--- config.mk ---
export PLATFORM = sky130hd
export DESIGN_NAME = fp_add_normalize
export DESIGN_NICKNAME = d
export VERILOG_FILES = /design/src/rtl/fp_add_normalize.sv
export SDC_FILE = /design/constraint.sdc
export NUM_CORES = 1
export LEC_CHECK = 0
export CORE_ASPECT_RATIO = 0.75
export CORE_MARGIN = 1
export CORE_UTILIZATION = 30
export CTS_BUF_LIST = sky130_fd_sc_hd__clkbuf_16
export DETAILED_ROUTE_END_ITERATION = 10
export MAX_ROUTING_LAYER = met4
export PLACE_DENSITY = 0.54
export SKIP_CTS_REPAIR_TIMING = 1
export SYNTH_ARGS = -nofsm -noshare
export SYNTH_HDL_FRONTEND = slang
export SYNTH_SLANG_ARGS = --single-unit
export TNS_END_PERCENT = 10
--- constraint.sdc ---
create_clock -name clk -period 3 [get_ports clk]
set_clock_uncertainty 0.2 [all_clocks]
set_input_delay 0.6 -clock clk [delete_from_list [all_inputs] [get_ports clk]]
set_output_delay 0.6 -clock clk [all_outputs]
set_load 0.03 [all_outputs]
--- src/rtl/fp_add_normalize.sv ---
// Post-add normalise/round/pack stage: iterative one-bit-per-cycle normaliser feeding an IEEE-754 single word.
// Define FP_NORM_ROUND_EN to round-to-nearest-even on the bit dropped by the carry right shift.
module fp_add_normalize (
    input  logic        clk,
    input  logic        reset,
    input  logic        in_valid,
    output logic        in_ready,
    input  logic [24:0] sum_in,
    input  logic [7:0]  exp_in,
    input  logic        sign_in,
    output logic        out_valid,
    input  logic        out_ready,
    output logic [31:0] result,
    output logic        overflow,
    output logic        underflow,
    output logic        zero
);

    typedef enum logic [1:0] {IDLE, RSHIFT, NORM, DONE} state_t;

    state_t      r_state, w_state_nxt;
    logic [24:0] r_mant, w_mant_nxt;
    logic [8:0]  r_exp, w_exp_nxt;
    logic        r_sgn, w_sgn_nxt;
    logic        r_out_valid, w_out_valid_nxt;
    logic [31:0] r_result, w_result_nxt;
    logic        r_overflow, w_overflow_nxt;
    logic        r_underflow, w_underflow_nxt;
    logic        r_zero, w_zero_nxt;

    logic [23:0] w_rmant;
    logic [8:0]  w_rexp;

`ifdef FP_NORM_ROUND_EN
    logic        w_rnd;
    logic [24:0] w_rsum;

    assign w_rnd   = r_mant[1] & r_mant[0];
    assign w_rsum  = {1'b0, r_mant[24:1]} + {24'd0, w_rnd};
    // A rounding carry-out can only produce exactly 2.0, i.e. 1.0 with one more exponent step
    assign w_rmant = w_rsum[24] ? 24'h800000 : w_rsum[23:0];
    assign w_rexp  = r_exp + (w_rsum[24] ? 9'd2 : 9'd1);
`else
    assign w_rmant = r_mant[24:1];
    assign w_rexp  = r_exp + 9'd1;
`endif

    assign in_ready  = (r_state == IDLE);
    assign out_valid = r_out_valid;
    assign result    = r_result;
    assign overflow  = r_overflow;
    assign underflow = r_underflow;
    assign zero      = r_zero;

    always_ff @(posedge clk) begin
        if (reset) begin
            r_state     <= IDLE;
            r_mant      <= '0;
            r_exp       <= '0;
            r_sgn       <= 1'b0;
            r_out_valid <= 1'b0;
            r_result    <= '0;
            r_overflow  <= 1'b0;
            r_underflow <= 1'b0;
            r_zero      <= 1'b0;
        end else begin
            r_state     <= w_state_nxt;
            r_mant      <= w_mant_nxt;
            r_exp       <= w_exp_nxt;
            r_sgn       <= w_sgn_nxt;
            r_out_valid <= w_out_valid_nxt;
            r_result    <= w_result_nxt;
            r_overflow  <= w_overflow_nxt;
            r_underflow <= w_underflow_nxt;
            r_zero      <= w_zero_nxt;
        end
    end

    always_comb begin
        w_state_nxt     = r_state;
        w_mant_nxt      = r_mant;
        w_exp_nxt       = r_exp;
        w_sgn_nxt       = r_sgn;
        w_out_valid_nxt = r_out_valid;
        w_result_nxt    = r_result;
        w_overflow_nxt  = r_overflow;
        w_underflow_nxt = r_underflow;
        w_zero_nxt      = r_zero;

        case (r_state)
            IDLE: begin
                if (in_valid) begin
                    w_mant_nxt = sum_in;
                    w_exp_nxt  = {1'b0, exp_in};
                    w_sgn_nxt  = sign_in;
                    if (exp_in == 8'hFF) begin
                        w_result_nxt    = {sign_in, 8'hFF, 23'd0};
                        w_overflow_nxt  = 1'b1;
                        w_out_valid_nxt = 1'b1;
                        w_state_nxt     = DONE;
                    end else if (sum_in == 25'd0) begin
                        w_sgn_nxt       = 1'b0;
                        w_result_nxt    = 32'h0000_0000;
                        w_zero_nxt      = 1'b1;
                        w_out_valid_nxt = 1'b1;
                        w_state_nxt     = DONE;
                    end else if (sum_in[24]) begin
                        w_state_nxt = RSHIFT;
                    end else begin
                        w_state_nxt = NORM;
                    end
                end
            end

            RSHIFT: begin
                w_mant_nxt      = {1'b0, w_rmant};
                w_exp_nxt       = w_rexp;
                w_out_valid_nxt = 1'b1;
                w_state_nxt     = DONE;
                if (w_rexp >= 9'd255) begin
                    w_result_nxt   = {r_sgn, 8'hFF, 23'd0};
                    w_overflow_nxt = 1'b1;
                end else begin
                    w_result_nxt = {r_sgn, w_rexp[7:0], w_rmant[22:0]};
                end
            end

            NORM: begin
                // Hidden one is tested before the exponent floor, so exp == 1 still packs if normalised
                if (r_mant[23]) begin
                    w_result_nxt    = {r_sgn, r_exp[7:0], r_mant[22:0]};
                    w_out_valid_nxt = 1'b1;
                    w_state_nxt     = DONE;
                end else if (r_exp == 9'd1) begin
                    w_result_nxt    = {r_sgn, 31'd0};
                    w_underflow_nxt = 1'b1;
                    w_out_valid_nxt = 1'b1;
                    w_state_nxt     = DONE;
                end else begin
                    w_mant_nxt = {r_mant[23:0], 1'b0};
                    w_exp_nxt  = r_exp - 9'd1;
                end
            end

            DONE: begin
                if (out_ready) begin
                    w_out_valid_nxt = 1'b0;
                    w_overflow_nxt  = 1'b0;
                    w_underflow_nxt = 1'b0;
                    w_zero_nxt      = 1'b0;
                    w_state_nxt     = IDLE;
                end
            end

            default: w_state_nxt = IDLE;
        endcase
    end

endmodule

* Word-level counts from Yosys, hierarchy flattened
Index checks and enable logic that the tools add are counted.
** Storage, ports and cells
- Bits in read-only memories :: 0
- Logic and storage cells :: 85
- Latch bits :: 0
- Flip-flop bits (word level) :: 73
- Memory bits (writable) :: 0
- Memories :: 0
** Cells by class
- Add/sub/neg operators :: 2
- Shift-type cells :: 0
- $lt $le $gt $ge :: 1
- Multipliers :: 0
- Equality and inequality tests :: 16
- Divide/modulo/power cells :: 0
- Reductions and logical operators :: 15
- Muxes and demuxes :: 41
- Bitwise gates (word level) :: 0
** Operators with widths (count)
- 2-to-1 mux 32 bit :: 5
- one-hot mux 32 bit (3 select lines) :: 1
- 2-to-1 mux 25 bit :: 3
- one-hot mux 25 bit (3 select lines) :: 1
- 2-to-1 mux 31 bit :: 1
- 2-to-1 mux 9 bit :: 3
- one-hot mux 9 bit (3 select lines) :: 1
- zero test 25 bit :: 1
- AND reduction 4 bit :: 4
- 2-to-1 mux 1 bit :: 14
- 2-to-1 mux 2 bit :: 7
- != test 2 bit, second input constant :: 7
- AND reduction 5 bit :: 2
- adder 9 x 1 -> 9 bit, second input constant :: 1
- equality test 9 x 1 -> 1 bit, second input constant :: 1
- >= comparator 9 x 8 -> 1 bit, second input constant :: 1
- subtractor 9 x 1 -> 9 bit, second input constant :: 1
- equality test 8 bit, second input constant :: 1
- one-hot mux 2 bit (4 select lines) :: 1
- nonzero test 3 bit :: 2
- equality test 2 bit, second input constant :: 2
- != test 2 x 1 -> 1 bit, second input constant :: 2
- one-hot mux 1 bit (2 select lines) :: 2
- one-hot mux 1 bit (4 select lines) :: 1
- 8 further kinds :: 10

* Logic depth before layout (Yosys ltp)
- Depth after elaboration :: 5
- Mapped depth :: 11
- Depth with buffers taken out :: 8

* Worst setup path after synthesis
No wires, ideal clock.
- Path type :: register -> register
- Start :: reg r_state[0]
- End :: reg r_result[0], in the netlist result[0]
- Stages on the path, launching flop included :: 11
- Arrival :: 2.279 ns
- Library setup time :: 0.071 ns
- Clock period less this slack :: 2.550 ns
- Buffers on the path :: 2
- Slack :: 0.450 ns
- Path through :: dfxtp_1 inv_1 ha_1 nor2b_1 or2_2 clkbuf_1 nor2_1 nand2_1 or3_1 clkbuf_1 o2bb2ai_1
** On the way
- Word-level cells in the longest chain between the ends :: 3
- Elaborated cells on any way between the ends :: 9
** RTL lines
- start: declaration :: line 21 : state_t r_state, w_state_nxt;
- start signal: assignment :: line 67 : r_state <= w_state_nxt;
- zero test 2 bit (*)
- via in_ready :: line 7 : output logic in_ready,
- != test 3 x 1 -> 1 bit (no source line), or another cell as far along
- AND reduction 4 bit (no source line)
- end signal: assignment :: line 72 : r_result <= w_result_nxt;
- end: declaration :: line 26 : logic [31:0] r_result, w_result_nxt;
Mark *: on every way through the listed nets, which the timed path passes. The rest lies on a longest branch.
A chain may end at the register's enable or synchronous reset.

* Worst setup path after layout
- Start :: reg r_exp[0]
- End :: reg r_result[17], in the netlist result[17]
** On the way
- Word-level cells in the longest chain between the ends :: 4
- Elaborated cells on any way between the ends :: 7
** RTL lines
- start: declaration :: line 23 : logic [8:0] r_exp, w_exp_nxt;
- start signal: assignment :: line 69 : r_exp <= w_exp_nxt;
- adder 9 x 1 -> 9 bit :: line 45 : assign w_rexp = r_exp + 9'd1;
- >= comparator 9 x 8 -> 1 bit :: line 120 : if (w_rexp >= 9'd255) begin
- 2-to-1 mux 31 bit :: line 120
- one-hot mux 32 bit (3 select lines) :: line 90 : case (r_state)
Parallel ways exist; a longest one is shown, timed or not.

==> metrics.md <==
| Metric | Value |
|---|---|
| Top area cells in the synthesized netlist | dfxtp_1 35%, a21oi_1 6.7%, a221o_1 5.0% |
| Final hold slack | 0.262 ns |
| Initial antenna violation count | 0 |
| GR Overflow Total | 0 |
| Antenna viol nets, final | 0 |
| Post-DP HPWL | 9.91 mm |
| Slew @ Worst Pin | between 0.7 and 0.8 ns |
| Width of the die | 138 um |
| CTS root buf | clkbuf_16 |
| Multi-input logic area | 0.00244 mm2 |
| RePlAce Congestion | 0.887 |
| Share of cells above drive strength 1 | 12.5% |
| WP data arrival | 2.72 ns |
| Die area | 0.0144 mm2 |
| Post-synthesis sequential area ratio | a little over a third |
| Die Y | approximately 100 um |
| CP startpoint kind | register |
| Avg WL per Cell | approximately 19 um |
| Final Cycle Share | 89.9% |
| Reg-to-reg slack, setup | slightly above 0.3 ns |
| Fin crit period | roughly 2.7 ns |
| Vias per inst | 5.78 |
| Cells on worst reg2reg path | 8 |
| WP data required | 3.03 ns |
| Diodes inserted | 0 |
| Async S/R FF share, synth | 0% |
| Yosys top cell area share | 34.9% |
| Rows | 36 |
| Distinct cells, synth | just over 60 |
| Achievable Freq | roughly 370 MHz |
| Port bufs | 74 |
| Worst VDD drop | around 0.00046 V |
| Worst path top cell family by delay | simple AND/OR/NAND/NOR gates |
| Placed cell areas | 0.00529 mm2 |
| RR Startpoint | r_exp[0] |
| EDFF count, synth | 0 |
| H-Tree Depth | 3 |
| Slowest stage delay, CP | 0.50 ns |
| Max-slew violation count | 0 |
| Cells along the critical path | inv_1 -> ha_1 -> a21oi_1 -> or4_4 -> and3_1 -> buf_12 -> a22oi_1 -> o2bb2ai_1 |
| Final Cell Area | 0.00564 mm2 |
| Hold EP | result[10] |
| Syn Nets | 552 |
| Status | finished, violations left |
| Post-Route Setup TNS | 0 ns |
| P&R area growth vs syn | 34.6% |
| Vias in the first global route | 4054 |
| Syn_area_per_cell | 8.31 um2 |
| Clk Latency, worst-skew pair | ~0.34 ns |
| First-pass GRT wire length | 23.0 mm |
| CP max FO | 11 |
| Synth Flop Type | dfxtp_1 |
| First-pass iteration count of the detailed router | 10 |
| Slew headroom | 47.4% |
| CP max stage cell | or4_4 |
| Leading area contributor after synthesis | dfxtp_1 |
| Core area | 0.0133 mm2 |
| Starting DRT DRC Count | 422 |
| Register Area | 0.00146 mm2 |
| Hold crit path type | register to register |
| Setup Crit Path Kind | register to register |
| Worst Hold Depth | 1 |
| Ys Warns | 0 |
| # nets final | 626 |
| DRC | 14 |
| Max Cap Viol | 0 |
| Final Hold Viols | 0 |
| Fillers | around 1300 |
| Flops & latches, synth | 73 |
| Final setup fails | 0 |
| CTS clk-pin slew, worst paths | approximately 0.06 ns |
| CTS Buf Count | 9 |
| RSZ-0062 raised after global routing | false |
| GRT Total Usage | 20.7% |
| Crit path buffers/inverters | 2 |
| CTS tree | built |
| P_leak | 1.92 nW |
| IO Pins | 75 |
| Gate Count Post-Synth | 504 |
| Pwr/cell area | 992 mW/mm2 |
| Sink Count | 73 |
| Initial Utilization | a little under a third |
| Routed vias | 4361 |
| Hold Startpoint | result[10] |
| Largest net degree at the start of global routing | 47 |
| Overall routed net length | 14.1 mm |
| Failing checks | DRC |
| Critical path startpoint | r_exp[0] |
| Cell area after synthesis | 0.00419 mm2 |
| Endpoint type of the worst setup path | register |
| Longest Clk Path Bufs | 2 |
| Reg-to-reg critical path endpoint | result[17] |
| Util after Layout | a little over two fifths |
==> logic make-up after synthesis <==
group,Yosys count,synth area share (%)
mux,4,0.986
simple gates,137,16.6
flops,73,34.9
buf+inv,64,6.78
fa+ha+maj,10,2.99
compound gates,210,36.5
xor+xnor,6,1.26
==> through the flow <==
stage	total power [mW]	cells	setup slack (ns)
after CTS	5.58	754	0.286
final	5.59	754	0.302
after detailed placement	4.30	738	0.00385
after global routing	5.96	754	0.110
after global placement	4.26	738	0.0648
after floorplan	3.37	504	0.450
==> worst max-delay path by stage <==
stage	to	slack, ns	cells after the start
2_1_floorplan	result[0]	0.45	10
3_3_place_gp	result[19]	0.06	10
3_5_place_dp	result[1]	0.004	8
4_1_cts	result[17]	0.29	8
5_1_grt	result[17]	0.11	8
6_report	result[17]	0.30	8
==> area by class of cell <==
class | count | area share [%]
Timing Repair Buffer | 118 | 20.2
Tap cell | 171 | 3.80
Clock buffer | 9 | 4.00
Sequential cell | 73 | 25.9
Inverter | 9 | 0.599
Clock inverter | 7 | 2.11
Multi-Input combinational cell | 367 | 43.3
==> routing by layer <==
| metal | wire length (um) | vias up | track usage (%) | share of wire, % |
|---|---|---|---|---|
| met2 | 5810 | 196 | 27.4 | 41 |
| met3 | 1130 | 18 | 4.33 | 8.0 |
| met5 | 0 | - | - | 0 |
| li1 | - | 2082 | - | - |
| met1 | 7000 | 2065 | 30.6 | 50 |
| met4 | 178 | 0 | 5.70 | 1.3 |
==> synth_stat cells, drive strengths merged, types with 4 or more instances <==
master	instances
nor2	33
o21ai	9
a311oi	5
a22oi	26
ha	10
a21oi	56
a31oi	8
o211ai	28
nand4	6
a221oi	4
and3	4
o2bb2ai	23
nand2	50
a211oi	11
clkbuf	37
a221o	21
buf	18
nor3	6
nand3b	4
nor4	8
dfxtp	73
inv	8
nand3	8
==> report_power, final <==
part / switching, mW / internal (mW) / leakage, nW
Clock: 0.446 / 0.812 / 0.162
Combinational: 1.67 / 1.19 / 1.16
Sequential: 0.286 / 1.18 / 0.596
==> cells in the final DEF (no fill, tap or decap), types with 3 or more instances in the layout <==
cell             synthesis  final
xnor2_1                  3      3
o21ai_0                  9      9
a221oi_1                 4      4
clkbuf_16                0      9
o2111ai_1                3      3
a21oi_1                 56     56
nand4_1                  6      6
nor4_1                   6      6
buf_4                    2     38
buf_12                   0      6
o2bb2ai_1               23     23
nand2_1                 50     50
nor2_1                  33     33
mux2i_1                  3      3
clkdlybuf4s50_1          0     73
a22oi_1                 26     26
o211ai_1                28     28
ha_1                    10     10
a221o_1                 21     21
nand3_1                  7      7
dfxtp_1                 73     73
bufinv_16                0      3
inv_1                    7      7
nand3b_1                 4      4
nor3_1                   5      5
a31oi_1                  8      8
xor2_1                   3      3
or3_1                    3      3
a311oi_1                 5      5
and2_1                   3      3
and3_1                   4      4
a211oi_1                10     10
==> registers in the layout, indices dropped and copies added (netlist names) <==
| name | cells |
|---|---|
| out_valid | 1 |
| overflow | 1 |
| r_exp | 9 |
| r_mant | 25 |
| r_sgn | 1 |
| r_state | 2 |
| result | 32 |
| underflow | 1 |
| zero | 1 |
(Power assumes the default switching activity.)
